--- config.mk ---
export PLATFORM = sky130hd
export DESIGN_NAME = afe_spi_master_flat
export DESIGN_NICKNAME = d
export VERILOG_FILES = /design/src/rtl/afe_spi_pkg.sv /design/src/rtl/afe_spi_master_if.sv /design/src/rtl/afe_spi_tick.sv /design/src/rtl/afe_spi_master.sv /design/src/flat_wrapper.sv
export SDC_FILE = /design/constraint.sdc
export NUM_CORES = 1
export LEC_CHECK = 0
export BUFFER_PORTS_ARGS = -buffer_cell sky130_fd_sc_hd__buf_2
export CAP_MARGIN = 5
export CORE_MARGIN = 3
export CORE_UTILIZATION = 53
export DETAILED_ROUTE_END_ITERATION = 16
export GPL_TIMING_DRIVEN = 1
export PLACE_DENSITY_LB_ADDON = 0.2
export SETUP_SLACK_MARGIN = 0.3
export SLEW_MARGIN = 20
export SYNTH_ARGS = -nofsm -noshare
export SYNTH_HDL_FRONTEND = slang
export SYNTH_SLANG_ARGS = --single-unit
export TNS_END_PERCENT = 1
--- constraint.sdc ---
create_clock -name clk_i -period 2.7 [get_ports clk_i]
set_input_delay 0 -clock clk_i [delete_from_list [all_inputs] [get_ports clk_i]]
set_output_delay 0 -clock clk_i [all_outputs]
set_load 0.05 [all_outputs]
--- src/rtl/afe_spi_pkg.sv ---
// Shared constants and FSM state encoding for the AFE SPI master.
package afe_spi_pkg;

  localparam int MAX_BITS = 32;
  localparam int LEN_W    = 6;

  typedef enum logic [2:0] {
    ST_IDLE  = 3'd0,
    ST_SETUP = 3'd1,
    ST_HIGH  = 3'd2,
    ST_LOW   = 3'd3,
    ST_HOLD  = 3'd4,
    ST_GAP   = 3'd5
  } state_e;

endpackage

--- src/rtl/afe_spi_master_if.sv ---
// Transfer request/response bus plus SPI pins of the AFE SPI master.
// The master modport is the controller view; slave is the requester/peer view.
interface afe_spi_master_if import afe_spi_pkg::*; ();

  logic                start;
  logic [LEN_W-1:0]    len;
  logic [MAX_BITS-1:0] tx_data;
  logic [MAX_BITS-1:0] rx_data;
  logic                busy;
  logic                done;
  logic                sclk;
  logic                cs_b;
  logic                mosi;
  logic                miso;

  modport master (
    input  start, len, tx_data, miso,
    output rx_data, busy, done, sclk, cs_b, mosi
  );

  modport slave (
    output start, len, tx_data, miso,
    input  rx_data, busy, done, sclk, cs_b, mosi
  );

endinterface

--- src/rtl/afe_spi_tick.sv ---
// Phase counter 0..CLK_DIV-1; tc_o marks the last cycle of a timed state.
module afe_spi_tick #(
  parameter int unsigned CLK_DIV = 2
) (
  input  logic clk_i,
  input  logic rst_i,
  input  logic clr_i,
  output logic tc_o
);

  localparam int unsigned CNT_W = (CLK_DIV > 1) ? $clog2(CLK_DIV) : 1;
  localparam logic [CNT_W-1:0] LAST = CNT_W'(CLK_DIV - 1);

  logic [CNT_W-1:0] cnt_q, cnt_d;

  assign tc_o = (cnt_q == LAST);

  always_comb begin
    cnt_d = cnt_q;
    if (clr_i || tc_o) begin
      cnt_d = '0;
    end else begin
      cnt_d = cnt_q + CNT_W'(1);
    end
  end

  always_ff @(posedge clk_i) begin
    if (rst_i) begin
      cnt_q <= '0;
    end else begin
      cnt_q <= cnt_d;
    end
  end

endmodule

--- src/rtl/afe_spi_master.sv ---
// SPI mode-0 master, MSB first, 1..MAX_BITS bits per CS_B frame.
// Optional AFE_SPI_MASTER_LOOPBACK_EN adds loopback_i (sample MOSI instead of MISO).
module afe_spi_master import afe_spi_pkg::*; #(
  parameter int unsigned CLK_DIV = 2
) (
  input  logic clk_i,
  input  logic rst_i,
`ifdef AFE_SPI_MASTER_LOOPBACK_EN
  input  logic loopback_i,
`endif
  afe_spi_master_if.master bus_if
);

  state_e              state_q, state_d;
  logic [MAX_BITS-1:0] tx_q, tx_d;
  logic [MAX_BITS-1:0] rx_sh_q, rx_sh_d;
  logic [MAX_BITS-1:0] rx_data_q, rx_data_d;
  logic [LEN_W-1:0]    bit_cnt_q, bit_cnt_d;
  logic                sclk_q, sclk_d;
  logic                cs_b_q, cs_b_d;
  logic                mosi_q, mosi_d;
  logic                done_q, done_d;
  logic                busy_q, busy_d;

  logic                tc_s;
  logic                tick_clr_s;
  logic                len_ok_s;
  logic                sample_s;
  logic [MAX_BITS-1:0] tx_aligned_s;

  afe_spi_tick #(.CLK_DIV(CLK_DIV)) u_tick (
    .clk_i (clk_i),
    .rst_i (rst_i),
    .clr_i (tick_clr_s),
    .tc_o  (tc_s)
  );

  assign len_ok_s     = (bus_if.len != {LEN_W{1'b0}}) && (bus_if.len <= LEN_W'(MAX_BITS));
  // Left-align so the first bit to send always sits in the MSB.
  assign tx_aligned_s = bus_if.tx_data << (LEN_W'(MAX_BITS) - bus_if.len);

`ifdef AFE_SPI_MASTER_LOOPBACK_EN
  assign sample_s = loopback_i ? mosi_q : bus_if.miso;
`else
  assign sample_s = bus_if.miso;
`endif

  always_comb begin
    state_d    = state_q;
    tx_d       = tx_q;
    rx_sh_d    = rx_sh_q;
    rx_data_d  = rx_data_q;
    bit_cnt_d  = bit_cnt_q;
    sclk_d     = sclk_q;
    cs_b_d     = cs_b_q;
    mosi_d     = mosi_q;
    done_d     = 1'b0;
    tick_clr_s = 1'b0;
    case (state_q)
      ST_IDLE: begin
        tick_clr_s = 1'b1;
        if (bus_if.start && len_ok_s) begin
          tx_d      = tx_aligned_s;
          rx_sh_d   = '0;
          bit_cnt_d = bus_if.len;
          cs_b_d    = 1'b0;
          mosi_d    = tx_aligned_s[MAX_BITS-1];
          state_d   = ST_SETUP;
        end else begin
          state_d   = ST_IDLE;
        end
      end
      ST_SETUP, ST_LOW: begin
        if (tc_s) begin
          sclk_d    = 1'b1;
          rx_sh_d   = {rx_sh_q[MAX_BITS-2:0], sample_s};
          bit_cnt_d = bit_cnt_q - LEN_W'(1);
          state_d   = ST_HIGH;
        end else begin
          state_d   = state_q;
        end
      end
      ST_HIGH: begin
        if (tc_s) begin
          sclk_d = 1'b0;
          if (bit_cnt_q != {LEN_W{1'b0}}) begin
            tx_d    = tx_q << 1;
            mosi_d  = tx_q[MAX_BITS-2];
            state_d = ST_LOW;
          end else begin
            state_d = ST_HOLD;
          end
        end else begin
          state_d = ST_HIGH;
        end
      end
      ST_HOLD: begin
        if (tc_s) begin
          cs_b_d    = 1'b1;
          mosi_d    = 1'b1;
          rx_data_d = rx_sh_q;
          done_d    = 1'b1;
          state_d   = ST_GAP;
        end else begin
          state_d   = ST_HOLD;
        end
      end
      ST_GAP: begin
        if (tc_s) begin
          state_d = ST_IDLE;
        end else begin
          state_d = ST_GAP;
        end
      end
      default: begin
        state_d = ST_IDLE;
        sclk_d  = 1'b0;
        cs_b_d  = 1'b1;
        mosi_d  = 1'b1;
      end
    endcase
    busy_d = (state_d != ST_IDLE);
  end

  always_ff @(posedge clk_i) begin
    if (rst_i) begin
      state_q   <= ST_IDLE;
      tx_q      <= '0;
      rx_sh_q   <= '0;
      rx_data_q <= '0;
      bit_cnt_q <= '0;
      sclk_q    <= 1'b0;
      cs_b_q    <= 1'b1;
      mosi_q    <= 1'b1;
      done_q    <= 1'b0;
      busy_q    <= 1'b0;
    end else begin
      state_q   <= state_d;
      tx_q      <= tx_d;
      rx_sh_q   <= rx_sh_d;
      rx_data_q <= rx_data_d;
      bit_cnt_q <= bit_cnt_d;
      sclk_q    <= sclk_d;
      cs_b_q    <= cs_b_d;
      mosi_q    <= mosi_d;
      done_q    <= done_d;
      busy_q    <= busy_d;
    end
  end

  assign bus_if.rx_data = rx_data_q;
  assign bus_if.busy    = busy_q;
  assign bus_if.done    = done_q;
  assign bus_if.sclk    = sclk_q;
  assign bus_if.cs_b    = cs_b_q;
  assign bus_if.mosi    = mosi_q;

endmodule

--- src/flat_wrapper.sv ---
// flat-port wrapper written by rule: the top's interface ports become plain ports
module afe_spi_master_flat import afe_spi_pkg::*;
#(
  parameter int unsigned CLK_DIV = 2
)
  (clk_i, rst_i, bus_if_start, bus_if_len, bus_if_tx_data, bus_if_miso, bus_if_rx_data, bus_if_busy, bus_if_done, bus_if_sclk, bus_if_cs_b, bus_if_mosi);
  afe_spi_master_if bus_if_i ();
  input  logic clk_i;
  input  logic rst_i;
  input wire logic [$bits(bus_if_i.start)-1:0] bus_if_start;
  input wire logic [$bits(bus_if_i.len)-1:0] bus_if_len;
  input wire logic [$bits(bus_if_i.tx_data)-1:0] bus_if_tx_data;
  input wire logic [$bits(bus_if_i.miso)-1:0] bus_if_miso;
  output wire logic [$bits(bus_if_i.rx_data)-1:0] bus_if_rx_data;
  output wire logic [$bits(bus_if_i.busy)-1:0] bus_if_busy;
  output wire logic [$bits(bus_if_i.done)-1:0] bus_if_done;
  output wire logic [$bits(bus_if_i.sclk)-1:0] bus_if_sclk;
  output wire logic [$bits(bus_if_i.cs_b)-1:0] bus_if_cs_b;
  output wire logic [$bits(bus_if_i.mosi)-1:0] bus_if_mosi;
  assign bus_if_i.start = bus_if_start;
  assign bus_if_i.len = bus_if_len;
  assign bus_if_i.tx_data = bus_if_tx_data;
  assign bus_if_i.miso = bus_if_miso;
  assign bus_if_rx_data = bus_if_i.rx_data;
  assign bus_if_busy = bus_if_i.busy;
  assign bus_if_done = bus_if_i.done;
  assign bus_if_sclk = bus_if_i.sclk;
  assign bus_if_cs_b = bus_if_i.cs_b;
  assign bus_if_mosi = bus_if_i.mosi;
  afe_spi_master #(.CLK_DIV(CLK_DIV)) u_core (.clk_i(clk_i), .rst_i(rst_i), .bus_if(bus_if_i));
endmodule
Word level (Yosys, flattened, before mapping). Index checks and enable logic that the tools add are counted.

Register bits after elaboration: 110. Output and inout port bits: 37. Word-level logic and storage cells: 79.

Bitwise operators: 4. Eq/ne operators: 10. Muxes and demuxes: 28. Shift operators: 1. Magnitude comparators: 1. $add $sub $neg: 3. Reductions and logical operators: 21.

Operators with widths (count): 2-to-1 mux 31 bit (3); 2-to-1 mux 32 bit (2); one-hot mux 32 bit (2 select lines) (1); one-hot mux 31 bit (2 select lines) (1); << shifter 32 x 6 -> 32 bit (1); one-hot mux 3 bit (5 select lines) (1); 2-to-1 mux 3 bit (4); 2-to-1 mux 6 bit (2); one-hot mux 6 bit (2 select lines) (1); nonzero test 6 bit (2); 2-to-1 mux 1 bit (10); AND reduction 3 bit (3); == test 3 x 2 -> 1 bit (second input constant) (2); == test 3 bit (second input constant) (2); less-or-equal comparator 6 bit (second input constant) (1); inequality test 2 bit (second input constant) (3); one-hot mux 1 bit (3 select lines) (2); OR reduction 2 bit (3); OR reduction 3 bit (2); subtractor 6 x 1 -> 6 bit (second input constant) (1); subtractor 6 bit (first input constant) (1); AND reduction 5 bit (1); inequality test 2 x 1 -> 1 bit (second input constant) (2); NOT 1 bit (4); 11 further kinds (13).

Longest topological paths before layout.
Depth in word-level cells: 6. Depth in mapped cells: 13.

Hierarchy. A second synthesis with hierarchy kept.

Cells, all modules: 733. Area total of the unflattened synthesis: 6082.1 sq um.

By module, submodules not included: afe_spi_master (times used 1, seq. area each 2182.1 sq um, area an instance 6052.1 sq um, cells each 731); afe_spi_tick (times used 1, seq. area each 20.0 sq um, area an instance 30.0 sq um, cells each 2).

Worst setup path after synthesis. Ideal clock, no wire load.

Kind: input to register. Start: in bus_if_len[0]. End: reg u_core.tx_q[13]. Arrival: 2.425 ns. Slack: 0.143 ns. Cell stages on the path: 12. Required time: 2.568 ns. Path through: buf_6 > buf_6 > buf_4 > inv_2 > ha_1 > buf_2 > buf_2 > mux4_2 > mux2_2 > o21a_1 > a221oi_1 > nor3_1.

Word-level cells in the longest chain between the ends: 5. Elaborated cells between the ends (all ways): 10. Those cells by class: add/sub: 1; order compare: 1; eq/ne: 1; shift: 1; mux: 2; reduce/logical: 4.

RTL lines: from (decl) (RTL line flat_wrapper.sv:11) `input wire logic [$bits(bus_if_i.len)-1:0] bus_if_len;`; parallel branches: the longest is 5 deep, another holds subtractor 6 bit; to (signal assigned) (RTL line afe_spi_master.sv:139) `tx_q <= tx_d;`; to (decl) (RTL line afe_spi_master.sv:15) `logic [MAX_BITS-1:0] tx_q, tx_d;`.

Parallel ways; which one is timed is not known. The select of a mux whose other input is x is not followed. A chain may end at the register's enable or synchronous reset.

Worst setup path in the final report.
Start: in bus_if_len[0]. End: reg u_core.tx_q[25].

Same word-level chain as after synthesis.

==> metrics.md <==
| Metric | Value |
|---|---|
| Seq/Total Area, Yosys | 0.368 |
| Maximum number of pins on one net before global-route repair | 97 |
| Switching power total | 1140 uW |
| Setup skew after layout | 6.59 ps |
| Logic pwr share | 0.198 |
| Worst vdd ir | 0.453 mV |
| Start-to-end type of the worst setup path | input pin to flip-flop |
| Area fraction of the dominant cell type after synthesis | 0.368 |
| Final TNS setup | 0 ps |
| Synthesized area | 5980 um2 |
| Power share of the clock group | 0.369 |
| Clock buffer count from CTS | 9 |
| Vias in the first global route | 4976 |
| Fin crit share | 0.803 |
| Maximum clock path buffer count | 2 |
| Count of antenna diodes in the layout | 0 |
| Leading cell types by total area after synthesis | dfxtp_1, nand2_1, mux4_2 |
| Outcome | finished clean |
| Headroom to the max-slew limit | 0.360 |
| Part of the total power dissipated in sequential elements | 0.433 |
| Count of placed standard cells including taps | 889 |
| Number of input and output port buffers inserted | 78 |
| Data required, critical path | 2890 ps |
| Post-synthesis cell count | 714 |
| Max-slew violations | 0 |
| Resize count post-CTS | 0 |
| CTS H-tree depth | 3 |
| Hold WC Path Type | input pin to flip-flop |
| Crit-path max FO | 32 |
| Clock transition time at the flip-flop clock pins of the worst setup and hold paths | 70 ps |
| Number of violations of the max-capacitance limit | 0 |
| Final GP Congestion | 0.846 |
| Residual antenna-violating net count after detailed routing | 0 |
| Final setup viols | 0 |
| DRC errors left | 0 |
| Transition time of the tightest slew-check pin | 960 ps |
| Ys async rst share | 0 |
| Cell internal power dissipation | 2800 uW |
| Fraction of final layout cells sized beyond drive strength 1 | 0.213 |
| Starting DRT DRC Count | 444 |
| Number of synthesized flops with an enable pin | 0 |
| Synthesis Warnings | 0 |
| Row count | 38 |
| Total power density per cell area | 580 nW/um2 |
| Root Buffer Master | clkbuf_16 |
| Crit path time final | 2170 ps |
| Syn nets | 759 |
| Placeable core area | 10900 um2 |
| Global-route wire length before repair | 25.0 mm |
| Setup repair after global routing missed its margin | false |
| Syn avg cell area | 8.38 um2 |
| Router iterations before antenna repair | 8 |
| Count of vias placed by the detailed router | 5475 |
| Sum of net half-perimeters after detailed placement | 10.7 mm |
| Total Nets Final | 807 |
| Count of boundary I/O pins | 79 |
| Lkg Pwr | 0.00265 uW |
| Upper clock frequency limit | 0.461 GHz |
| Final non-filler cell total | 906 |
| Insertion delay to the later sink of the worst-skew pair | 350 ps |
| Routed wire length | 15.0 mm |
| Leading area contributor after synthesis | dfxtp_1 |
| Aggregate global-route resource usage | 0.239 |
| Die Span Y | 112 um |
| Wirelength per Cell | 16.6 um |
| Chip Width | 112 um |
| Most used flip-flop cell after synthesis | dfxtp_1 |
| Endpoint type of the worst setup path | flip-flop |
| Number of antenna violations at the first check in global routing | 0 |
| Data arrival time of the critical path | 2360 ps |
| Starting density of the core | 0.547 |
| GR Overflow Total | 0 |
| Switching share of power | 0.290 |
| Floorplan die area | 12600 um2 |
| Count of different cell masters after synthesis | 66 |
| Via density per instance | 6.04 |
| Hold Vio Cnt, Final | 0 |
| Type of origin of the critical path | input pin |
| Number of clock sinks | 110 |
| Number of synthesized register bits | 110 |
| Layout overhead on the synthesized area | 13.7% |
| TritonCTS clock tree | built |
==> synthesized netlist by cell type (2+ instances only) <==
library cell	number
a2111oi_0	2
a211oi_1	10
a21oi_1	62
a221oi_1	8
a22oi_1	35
a311oi_1	3
a31oi_1	12
a32oi_1	14
and2_1	3
and3_1	2
buf_2	22
buf_4	3
buf_6	5
clkbuf_1	35
dfxtp_1	110
ha_1	3
inv_1	7
mux2_2	7
mux2i_1	31
mux4_2	18
nand2_1	135
nand2_4	2
nand3_1	15
nor2_1	72
nor2b_1	3
nor3_1	12
nor3b_1	3
o211a_1	2
o211ai_1	6
o21a_1	4
o21ai_0	27
o2bb2a_4	2
o41ai_1	2
or3_1	3
xnor2_1	3
==> metal layers <==
metal	GRT usage	up-vias	part of all wire
li1	-	2680	-
met1	0.365	2606	0.48
met2	0.349	173	0.44
met5	0	-	0
met4	0.0633	0	0.013
met3	0.0431	16	0.059
==> power groups by stage <==
| stage | sequential [uW] | clock, uW | combinational, uW |
|---|---|---|---|
| finish | 1710 | 1450 | 781 |
| CTS | 1710 | 1480 | 770 |
| floorplan | 1750 | 0 | 557 |
| detailed placement | 1740 | 0 | 764 |
| global placement | 1740 | 0 | 755 |
| global route | 1710 | 1550 | 854 |
==> cell families after synthesis <==
logic type               after synthesis  share of synthesized area
AO/OA/AOI/OAI                        203                      0.231
XOR/XNOR                               4                    0.00586
adder cells (fa/ha/maj)                3                    0.00628
buffers and inverters                 73                     0.0586
flip-flops                           110                      0.368
multiplexers                          57                      0.135
AND/OR/NAND/NOR                      264                      0.195
==> cell type report <==
type,count,area [um2]
fillers,1002,4130
multi-input cells,531,3460
flip-flops and latches,110,2200
repair buffers,102,601
clock buffers,9,225
well taps,140,175
clock inverters,6,105
inverters,8,30.0
==> flip-flops by register name (all words and copies together), names as in the netlist <==
register / flops
u_core.bus_if.sclk: 1
u_core.bit_cnt_q: 6
u_core.u_tick.tc_o: 1
u_core.state_q: 3
u_core.bus_if.cs_b: 1
u_core.rx_sh_q: 32
u_core.tx_q: 31
u_core.bus_if.mosi: 1
u_core.bus_if.done: 1
u_core.bus_if.busy: 1
u_core.bus_if.rx_data: 32
==> cell usage in the layout (no fill, tap or decap), drive strengths merged, types with 4 or more instances in the layout <==
cell / synthesis / routed
nand2: 137 / 137
dfxtp: 110 / 110
buf: 30 / 100
nor2: 73 / 73
a21oi: 62 / 62
a22oi: 35 / 35
mux2i: 32 / 32
o21ai: 29 / 29
mux4: 18 / 18
nand3: 15 / 15
a32oi: 14 / 14
nor3: 13 / 13
a31oi: 12 / 12
a211oi: 11 / 11
inv: 8 / 10
clkbuf: 35 / 9
a221oi: 8 / 8
mux2: 7 / 7
o211ai: 6 / 6
o21a: 4 / 4
and2: 4 / 4
a311oi: 4 / 4
==> what timing repair did <==
item | in CTS | in global routing
buffers inserted | 0 | 0
hold endpoints to repair | 2 | 0
hold buffers | 2 | 0
==> worst max-delay path: stages <==
cell,delay [ps]
buf_2,210
inv_2,60
ha_1,420
buf_12,250
mux4_2,340
and3_1,190
a31oi_1,270
mux2i_1,150
a222oi_1,340
a211oi_1,120
==> worst paths after layout <==
check | from | end | slack [ps] | cells past startpoint
worst max-delay path | bus_if_len[0] | u_core.tx_q[25]$_SDFFE_PP0P_ | 530 | 10
worst min-delay path | bus_if_len[1] | u_core.bit_cnt_q[1]$_SDFFE_PP0P_ | 80 | 5
worst max register to register | u_core.state_q[1]$_SDFF_PP0_ | u_core.rx_sh_q[5]$_SDFFE_PP0P_ | 590 | 7
worst min register to register | u_core.bus_if.rx_data[2]$_SDFFE_PP0P_ | u_core.bus_if.rx_data[2]$_SDFFE_PP0P_ | 450 | 2
==> metrics by stage <==
stage	hold WS (ps)	util	power, uW	worst slack (ps)	instance area (um2)
2_1_floorplan	148	-	2310	247	5990
3_5_place_dp	268	0.590	2510	218	6450
5_1_grt	117	0.622	4110	430	6800
4_1_cts	67.8	0.622	3960	576	6800
3_3_place_gp	260	0.590	2500	324	6450
6_report	75.4	0.622	3940	532	6800
(Power assumes the default switching activity.)
